===== src/rtl/tm1638_scroll_display.sv =====
// Scrolling hex-message window with 7-seg encoding and 8-key debounce (optional key stepping: TM1638_SCROLL_KEYCTL_EN).
// Latency: digit_out 1 cycle, key events 2+DEBOUNCE_CYCLES cycles; no backpressure, outputs are always valid.
module tm1638_scroll_display #(
   parameter int NUM_DIGITS      = 8,
   parameter int MSG_NIBBLES     = 16,
   parameter int SCROLL_DIV      = 250000,
   parameter int DEBOUNCE_CYCLES = 10000,
   localparam int WPW            = (MSG_NIBBLES > 1) ? $clog2(MSG_NIBBLES) : 1
) (
   input  logic                    clk_1MHz,
   input  logic                    rst,
   input  logic [4*MSG_NIBBLES-1:0] msg_value,
   input  logic                    msg_load,
   input  logic                    scroll_en,
   input  logic                    blank_lz,
   input  logic [NUM_DIGITS-1:0]   dots,
   input  logic [7:0]              raw_keys,
   output logic [8*NUM_DIGITS-1:0] digit_out,
   output logic [WPW-1:0]          window_pos,
   output logic [7:0]              key_state,
   output logic [7:0]              key_pressed,
   output logic [7:0]              key_released
);

   localparam int PSW = $clog2(SCROLL_DIV);
   localparam int DBW = $clog2(DEBOUNCE_CYCLES);
   localparam int IXW = WPW + 1;

   localparam logic [PSW-1:0] PS_LAST = PSW'(SCROLL_DIV - 1);
   localparam logic [WPW-1:0] WP_LAST = WPW'(MSG_NIBBLES - 1);
   localparam logic [DBW-1:0] DB_LAST = DBW'(DEBOUNCE_CYCLES - 1);

   function automatic logic [6:0] hex_glyph(input logic [3:0] n);
      case (n)
         4'h0: hex_glyph = 7'h3F;
         4'h1: hex_glyph = 7'h06;
         4'h2: hex_glyph = 7'h5B;
         4'h3: hex_glyph = 7'h4F;
         4'h4: hex_glyph = 7'h66;
         4'h5: hex_glyph = 7'h6D;
         4'h6: hex_glyph = 7'h7D;
         4'h7: hex_glyph = 7'h07;
         4'h8: hex_glyph = 7'h7F;
         4'h9: hex_glyph = 7'h6F;
         4'hA: hex_glyph = 7'h77;
         4'hB: hex_glyph = 7'h7C;
         4'hC: hex_glyph = 7'h39;
         4'hD: hex_glyph = 7'h5E;
         4'hE: hex_glyph = 7'h79;
         default: hex_glyph = 7'h71;
      endcase
   endfunction

   logic [4*MSG_NIBBLES-1:0] shadow;
   logic [PSW-1:0]           prescaler;
   logic [WPW-1:0]           wp_inc;

   assign wp_inc = (window_pos == WP_LAST) ? '0 : window_pos + 1'b1;

`ifdef TM1638_SCROLL_KEYCTL_EN
   logic [WPW-1:0] wp_dec;
   assign wp_dec = (window_pos == '0) ? WP_LAST : window_pos - 1'b1;
`endif

   // Load wins over a scroll step; manual key stepping only applies while scrolling is paused.
   always_ff @(posedge clk_1MHz) begin
      if (rst) begin
         shadow     <= '0;
         window_pos <= '0;
         prescaler  <= '0;
      end else if (msg_load) begin
         shadow     <= msg_value;
         window_pos <= '0;
         prescaler  <= '0;
      end else if (scroll_en) begin
         if (prescaler == PS_LAST) begin
            prescaler  <= '0;
            window_pos <= wp_inc;
         end else begin
            prescaler <= prescaler + 1'b1;
         end
      end
`ifdef TM1638_SCROLL_KEYCTL_EN
      else if (key_pressed[0] && !key_pressed[1]) begin
         window_pos <= wp_inc;
      end else if (key_pressed[1] && !key_pressed[0]) begin
         window_pos <= wp_dec;
      end
`endif
   end

   logic [3:0]              msg_nib [MSG_NIBBLES];
   logic [8*NUM_DIGITS-1:0] digit_nxt;
   logic [IXW-1:0]          idx;
   logic [3:0]              nib;
   logic [6:0]              seg;
   logic                    lead;

   always_comb begin
      for (int p = 0; p < MSG_NIBBLES; p++) begin
         msg_nib[p] = shadow[4*(MSG_NIBBLES-1-p) +: 4];
      end
   end

   // Window start plus digit offset never exceeds two message lengths, so one wrap subtraction suffices.
   always_comb begin
      digit_nxt = '0;
      idx       = '0;
      nib       = '0;
      seg       = '0;
      lead      = 1'b1;
      for (int i = 0; i < NUM_DIGITS; i++) begin
         idx = {1'b0, window_pos} + IXW'(i);
         if (idx >= IXW'(MSG_NIBBLES)) begin
            idx = idx - IXW'(MSG_NIBBLES);
         end
         nib = msg_nib[idx[WPW-1:0]];
         seg = hex_glyph(nib);
         if (blank_lz && lead && (nib == 4'h0) && (i != NUM_DIGITS - 1)) begin
            seg = 7'h00;
         end
         if (nib != 4'h0) begin
            lead = 1'b0;
         end
         digit_nxt[8*i +: 8] = {dots[i], seg};
      end
   end

   always_ff @(posedge clk_1MHz) begin
      if (rst) begin
         digit_out <= '0;
      end else begin
         digit_out <= digit_nxt;
      end
   end

   logic [7:0]     sync1;
   logic [7:0]     sync2;
   logic [DBW-1:0] db_cnt [8];

   // A key's counter only runs while its synchronised level disagrees with the accepted level.
   always_ff @(posedge clk_1MHz) begin
      if (rst) begin
         sync1        <= '0;
         sync2        <= '0;
         key_state    <= '0;
         key_pressed  <= '0;
         key_released <= '0;
         for (int k = 0; k < 8; k++) begin
            db_cnt[k] <= '0;
         end
      end else begin
         sync1        <= raw_keys;
         sync2        <= sync1;
         key_pressed  <= '0;
         key_released <= '0;
         for (int k = 0; k < 8; k++) begin
            if (sync2[k] == key_state[k]) begin
               db_cnt[k] <= '0;
            end else if (db_cnt[k] == DB_LAST) begin
               db_cnt[k]       <= '0;
               key_state[k]    <= sync2[k];
               key_pressed[k]  <= sync2[k];
               key_released[k] <= ~sync2[k];
            end else begin
               db_cnt[k] <= db_cnt[k] + 1'b1;
            end
         end
      end
   end

endmodule


===== config.mk =====
export PLATFORM = sky130hd
export DESIGN_NAME = tm1638_scroll_display
export DESIGN_NICKNAME = d
export VERILOG_FILES = /design/src/rtl/tm1638_scroll_display.sv
export SDC_FILE = /design/constraint.sdc
export NUM_CORES = 1
export LEC_CHECK = 0
export ABC_CLOCK_PERIOD_IN_PS = 7300
export BUFFER_PORTS_ARGS = -buffer_cell sky130_fd_sc_hd__buf_4
export CORE_ASPECT_RATIO = 1.5
export CORE_MARGIN = 3
export CORE_UTILIZATION = 40
export CTS_BUF_LIST = sky130_fd_sc_hd__clkbuf_16
export DETAILED_ROUTE_END_ITERATION = 8
export GPL_TIMING_DRIVEN = 0
export PLACE_DENSITY = 0.54
export SETUP_SLACK_MARGIN = 0.15
export SYNTH_ARGS = -nofsm -noshare
export SYNTH_HDL_FRONTEND = slang
export SYNTH_SLANG_ARGS = --single-unit

===== constraint.sdc =====
create_clock -name clk_1MHz -period 7.3 [get_ports clk_1MHz]
set_input_delay 1.46 -clock clk_1MHz [delete_from_list [all_inputs] [get_ports clk_1MHz]]
set_output_delay 1.46 -clock clk_1MHz [all_outputs]
set_load 0.005 [all_outputs]

# [Yosys cells after proc, flatten, opt, wreduce, memory -nomap -nowiden]
# Memories as Yosys holds them, arrays and structs flattened. A register that Yosys moved wholly into a read port is not among the register bits.
# Cells that the tools add are included.
[totals] rom_bits=896 memories=9 elab_cells=359 ramBits=112 ff_bits=141 inputBits=85 latch_bits=0 out_inout_bits=92
[memory_table] memory="(no name shown)" words=16 width=7 read_ports=1 rd_clocked_by_memory_dff=1 write_ports=0 line_no="34" rtl="case (n)"
[memory_table] memory="(no name shown)" words=16 width=7 read_ports=1 rd_clocked_by_memory_dff=1 write_ports=0 line_no="34"
[memory_table] memory="(no name shown)" words=16 width=7 read_ports=1 rd_clocked_by_memory_dff=1 write_ports=0 line_no="34"
[memory_table] memory="(no name shown)" words=16 width=7 read_ports=1 rd_clocked_by_memory_dff=1 write_ports=0 line_no="34"
[memory_table] memory="(no name shown)" words=16 width=7 read_ports=1 rd_clocked_by_memory_dff=1 write_ports=0 line_no="34"
[memory_table] memory="(no name shown)" words=16 width=7 read_ports=1 rd_clocked_by_memory_dff=1 write_ports=0 line_no="34"
[memory_table] memory="+3 memories"
[classes] bitwise=56 n_reduce_logical=51 magnitude_cmp=16 n_mul=0 addsub=25 n_div=0 eq_ne=18 n_shift=0 mux=154
[op_table] cell="$mux W14" count=24
[op_table] cell="$bmux W4 S4" count=8
[op_table] cell="$add A14 B1 Y14 const B" count=8
[op_table] cell="$eq A14 B14 Y1 const B" count=8
[op_table] cell="$mux W4" count=25
[op_table] cell="$mux W1" count=96
[op_table] cell="$ge A5 B5 Y1 const B" count=15
[op_table] cell="$not A4 Y5" count=8
[op_table] cell="$sub A4 B1 Y4 const B" count=8
[op_table] cell="$logic_not A4 Y1" count=7
[op_table] cell="$not A1 Y1" count=24
[op_table] cell="$or A1 B1 Y1" count=24
[op_table] cell="$reduce_bool A4 Y1" count=6
[op_table] cell="$reduce_or A3 Y1" count=8
[op_table] cell="$add A4 B3 Y5 const B" count=4
[op_table] cell="$add A18 B1 Y18 const B" count=1
[op_table] cell="$eq A18 B18 Y1 const B" count=1
[op_table] cell="$mux W18" count=1
[op_table] cell="$reduce_and A2 Y1" count=9
[op_table] cell="$reduce_or A2 Y1" count=8
[op_table] cell="$logic_and A1 B1 Y1" count=13
[op_table] cell="$add A4 B2 Y5 const B" count=2
[op_table] cell="$eq A1 B1 Y1" count=8
[op_table] cell="$add A4 B1 Y5 const B" count=1
[op_table] cell="3 further kinds" count=3

# [Logic depth before layout (Yosys ltp)]
[logic_depth] ltp_word=16 ltp_mapped=21 ltp_nobuf=12

# [Worst setup path after synthesis]
# OpenSTA, ideal clock, no wires.
[synth_path] path_type="reg2reg" start="reg window_pos[1]" end="reg digit_out[48]" slack_ns=2.209 arrival_time_ns=4.959 period_less_slack_ns=5.091 path_buffers=9 stages_incl_launch_ff=21 cell_sequence="dfxtp_1 -> buf_6 -> buf_8 -> buf_2 -> buf_2 -> clkbuf_1 -> inv_1 -> ha_1 -> buf_2 -> buf_2 -> buf_2 -> buf_1 -> mux4_2 -> mux4_2 -> inv_1 -> ha_1 -> inv_1 -> nor3_1 -> nand4_1 -> nor3_2 -> nor3_1"
[synth_between] elab_chain_cells=16 elab_cells_between_ends=71 classes_between="add/sub (13); order compare (7); mux (34); bitwise (7); reduce/logical (10)"
[synth_rtl] item="start, declared" line_no="19" rtl="output logic [WPW-1:0] window_pos,"
[synth_rtl] item="start signal, assigned" line_no="78" rtl="window_pos <= wp_inc;"
[synth_rtl] item="$add A4 B1 Y5 (tied with other cells)" line_no="113" rtl="idx = {1'b0, window_pos} + IXW'(i);"
[synth_rtl] item="$sub A4 B1 Y4 (tied with other cells)" line_no="115" rtl="idx = idx - IXW'(MSG_NIBBLES);"
[synth_rtl] item="$mux W4 or $not A4 Y5 (tied branches)" line_no="114, 117"
[synth_rtl] item="$not A4 Y5 (implied by the code) or $bmux W4 S4 (tied branches)" line_no="117" rtl="nib = msg_nib[idx[WPW-1:0]];"
[synth_rtl] item="$bmux W4 S4 or $mux W4 (tied branches)" line_no="117"
[synth_rtl] item="$mux W4 (implied by the code)" line_no="117"
[synth_rtl] item="$mux W4 (implied by the code) or $reduce_bool A4 Y1 (tied branches)" line_no="117, 122"
[synth_rtl] item="$reduce_bool A4 Y1 or $mux W1 (tied branches)" line_no="122" rtl="if (nib != 4'h0) begin"
[synth_rtl] item="$mux W1 (5 in a row)" line_no="122"
[synth_rtl] item="$logic_and A1 B1 Y1 (2 in a row)" line_no="119" rtl="if (blank_lz && lead && (nib == 4'h0) && (i != NUM_DIGITS - 1)) begin"
[synth_rtl] item="$reduce_or A2 Y1 (no source line)"
[synth_rtl] item="end, declared" line_no="18" rtl="output logic [8*NUM_DIGITS-1:0] digit_out,"
# Several ways; a longest one is shown, not always the timed one. The select of a mux whose other input is x is not followed.
# A chain may end at the register's enable or synchronous reset.

# [Worst setup path in the final report]
[layout_path] start="reg window_pos[1]" end="reg digit_out[51]"
# Same word-level chain as after synthesis.

==> load_flow_metrics.sql <==
INSERT INTO impl_metrics (metric_group, metric, value, unit) VALUES
('routing', 'route.final.wire_length', '42.5', 'mm'),
('die', 'die-area', '44000', 'µm²'),
('yosys', 'ys_seq_elements', '302', ''),
('power', 'power_switching_share', '24.5', '%'),
('hold_path', 'whs_path_depth', '1', ''),
('timing', 'achievable-frequency', '154', 'MHz'),
('die', 'floorplan.core_area', '40700', 'µm²'),
('run', 'cap_violations', '0', ''),
('cells_and_area', 'final_cell_count_no_fill', '2431', ''),
('yosys', 'synthXorXnorAreaFrac', '7.16', '%'),
('routing', 'drc_errors_left', '0', ''),
('yosys', 'synthMuxAreaShare', '19.3', '%'),
('yosys', 'ys_top_cells_by_count', 'sky130_fd_sc_hd__nor2_1 (270), sky130_fd_sc_hd__dfxtp_1 (190), sky130_fd_sc_hd__edfxtp_1 (112)', ''),
('clocking', 'clk_root_buffer_cell', 'sky130_fd_sc_hd__clkbuf_16', ''),
('yosys', 'synth_top_family_by_area', 'multiplexers', ''),
('power', 'internal_power', '2.96', 'mW'),
('cells_and_area', 'n_antenna_cell', '0', ''),
('power', 'power.share.clock', '40.4', '%'),
('setup_path', 'endpoint_kind', 'flip-flop', ''),
('die', 'floorplan.initialDensity', '40.8', '%'),
('clocking', 'post_cts.repair.setup_buffers', '0', ''),
('yosys', 'synth.top_cells.by_area', 'sky130_fd_sc_hd__dfxtp_1 (23%), sky130_fd_sc_hd__edfxtp_1 (20%), sky130_fd_sc_hd__mux4_2 (13%)', ''),
('global_route', 'grt_antenna_before_repair', '0', ''),
('clocking', 'cts.htree.levels', '1', ''),
('yosys', 'postSynthCellCount', '1539', ''),
('place', 'dp_cells', '2378', ''),
('place', 'io_buffers', '176', ''),
('setup_path', 'critical_path_depth', '18', ''),
('routing', 'route.antenna.remaining_nets', '0', ''),
('place', 'dpl_cell_area', '19000', 'µm²'),
('timing', 'layout_worst_path_cycle_share', '89.2', '%'),
('global_route', 'pin_count_of_the_biggest_net_entering_global_routing', '20', ''),
('cells_and_area', 'final_area', '20000', 'µm²'),
('timing', 'timing.max_slew.rel_slack', '38.1', '%'),
('status', 'status', 'finished, final reports clean', ''),
('timing', 'rsz0062_at_grt', 'no', ''),
('place', 'globalplace.congestion', '1.02', ''),
('die', 'placement_rows', '90', ''),
('yosys', 'synthFlopType', 'sky130_fd_sc_hd__dfxtp_1', ''),
('cells_and_area', 'area_growth_syn_to_layout', '20.8', '%'),
('yosys', 'synth_cell_type_count', '59', ''),
('die', 'io-pin-count', '177', ''),
('die', 'die-width', '172', 'µm'),
('yosys', 'synth-edff-count', '112', ''),
('yosys', 'post-synth-top-count-cell', 'sky130_fd_sc_hd__nor2_1', ''),
('setup_path', 'worst_path_bufs_invs', '10', ''),
('yosys', 'syn-cell-area', '16600', 'µm²'),
('power', 'share_comb_of_total_power', '11.1', '%'),
('clocking', 'worstSkewPairLatency', '0.56', 'ns'),
('setup_path', 'timing.setup.critical_path_class', 'flip-flop to flip-flop', ''),
('setup_path', 'cp_cell_sequence', 'buf_6 -> buf_8 -> buf_2 -> buf_2 -> inv_1 -> ha_1 -> buf_2 -> buf_2 -> buf_2 -> mux4_2 -> mux4_2 -> inv_1 -> ha_1 -> inv_1 -> nor3_1 -> nand4_1 -> nor3_2 -> nor3_1', ''),
('setup_path', 'cp-start-kind', 'flip-flop', ''),
('timing', 'hold_violations', '0', ''),
('power', 'power.density_cell_area', '196', 'nW/µm²'),
('yosys', 'synthDominantCellAreaShare', '22.9', '%'),
('yosys', 'yosys.area_share.simple', '18.3', '%'),
('clocking', 'tritoncts', 'done', ''),
('setup_path', 'reg2regPathDepth', '18', ''),
('timing', 'final.min_clock_period', '6.51', 'ns'),
('timing', 'clock-skew-final', '0.00898', 'ns'),
('setup_path', 'cpLargestDelayFamily', 'buffers and inverters', ''),
('clocking', 'clk_slew_on_worst_s_h_paths', '0.06', 'ns'),
('power', 'switchingPower', '0.961', 'mW'),
('routing', 'avgRoutedWirePerCell', '17.5', 'µm'),
('routing', 'vias', '12600', ''),
('clocking', 'ctsHoldBuffers', '0', ''),
('clocking', 'clock_tree.buffer_depth', '3', ''),
('global_route', 'globalRouteTotalUtil', '19.0', '%'),
('yosys', 'synth_seq_area_share', '43.2', '%'),
('place', 'dp_hpwl', '33.9', 'mm'),
('setup_path', 'cp_max_fo', '19', '');
## layout by cell type (no fill, tap or decap), types with 8 or more instances in the layout
cell	synthesis	final
sky130_fd_sc_hd__nor2b_1	36	36
sky130_fd_sc_hd__buf_1	9	8
sky130_fd_sc_hd__ha_1	68	68
sky130_fd_sc_hd__and2_1	11	11
sky130_fd_sc_hd__nor3_1	33	33
sky130_fd_sc_hd__nor4b_1	26	26
sky130_fd_sc_hd__nand3_1	66	66
sky130_fd_sc_hd__nand4_1	31	31
sky130_fd_sc_hd__xor2_1	75	75
sky130_fd_sc_hd__mux2i_1	88	88
sky130_fd_sc_hd__mux4_2	99	99
sky130_fd_sc_hd__conb_1	1	112
sky130_fd_sc_hd__and3_1	32	32
sky130_fd_sc_hd__a221oi_1	16	16
sky130_fd_sc_hd__buf_4	3	179
sky130_fd_sc_hd__xnor2_1	55	55
sky130_fd_sc_hd__a21oi_1	20	20
sky130_fd_sc_hd__clkbuf_1	43	42
sky130_fd_sc_hd__o21ai_0	21	21
sky130_fd_sc_hd__a211oi_1	13	13
sky130_fd_sc_hd__dfxtp_1	190	190
sky130_fd_sc_hd__clkbuf_16	0	36
sky130_fd_sc_hd__edfxtp_1	112	112
sky130_fd_sc_hd__buf_2	12	12
sky130_fd_sc_hd__nor2_1	270	270
sky130_fd_sc_hd__inv_1	39	41
sky130_fd_sc_hd__nand2_1	87	87
## layout make-up
| type | count | area (µm²) |
|---|---|---|
| Fill cell | 3841 | 20600 |
| Multi-Input combinational cell | 1233 | 9330 |
| Sequential cell | 302 | 7170 |
| Timing Repair Buffer | 176 | 1320 |
| Clock buffer | 36 | 901 |
| Tap cell | 552 | 691 |
| Buffer | 71 | 342 |
| Inverter | 42 | 158 |
| Clock inverter | 19 | 131 |
## logic make-up (layout without fill, tap and decap cells)
| family | count (synthesis) | count (layout) |
|---|---|---|
| AOI/OAI and AO/OA | 96 | 96 |
| xor gates and xnor gates | 133 | 133 |
| adders and majority gates | 68 | 68 |
| buffers and inverters | 115 | 344 |
| DFF | 302 | 302 |
| muxes | 195 | 195 |
| other | 1 | 112 |
| and+or+nand+nor | 629 | 629 |
## state kept, by name, indices dropped and copies added (netlist names)
| register | cells |
|---|---|
| msg_nib | 64 |
| sync1 | 8 |
| key_pressed | 8 |
| key_released | 8 |
| key_state | 8 |
| prescaler | 18 |
| window_pos | 4 |
| sync2 | 8 |
| db_cnt | 112 |
| digit_out | 64 |
## metrics by stage
| step | setup slack [ns] | hold slack (ns) | total power, mW |
|---|---|---|---|
| after floorplan | 2.21 | 0.414 | 2.18 |
| after global placement | -0.295 | 0.420 | 2.37 |
| after detailed placement | -0.263 | 0.427 | 2.38 |
| after CTS | 0.251 | 0.446 | 3.99 |
| after global routing | 0.481 | 0.461 | 4.10 |
| final | 0.792 | 0.441 | 3.92 |
## what timing repair did
action,4_1_cts,5_1_grt
hold endpoints to repair,0,0
endpoints found under the setup margin,28,7
resized for setup,0,0
## path summary, 6_finish.rpt
| kind | slack (ns) | end | from |
|---|---|---|---|
| worst max register to register | 0.79 | digit_out[51] | window_pos[1] |
| worst min-delay path | 0.44 | sync2[4] | sync1[4] |
| worst min register to register | 0.44 | sync2[4] | sync1[4] |
| worst max-delay path | 0.79 | digit_out[51] | window_pos[1] |
## routing by layer
layer	GRT usage [%]	share of wire (%)	up-vias
met2	35.3	52	348
met5	0	0	-
met4	8.14	4.6	0
met1	21.4	38	6083
li1	-	-	6071
met3	2.63	4.8	97
## power groups by stage
stage / Combinational (mW) / Clock (mW) / Sequential [mW]
2_1_floorplan: 0.259 / 0 / 1.92
3_3_place_gp: 0.432 / 0 / 1.94
3_5_place_dp: 0.436 / 0 / 1.94
4_1_cts: 0.437 / 1.65 / 1.90
5_1_grt: 0.481 / 1.71 / 1.91
6_report: 0.434 / 1.58 / 1.90
Power figures use the tool's default switching activity.
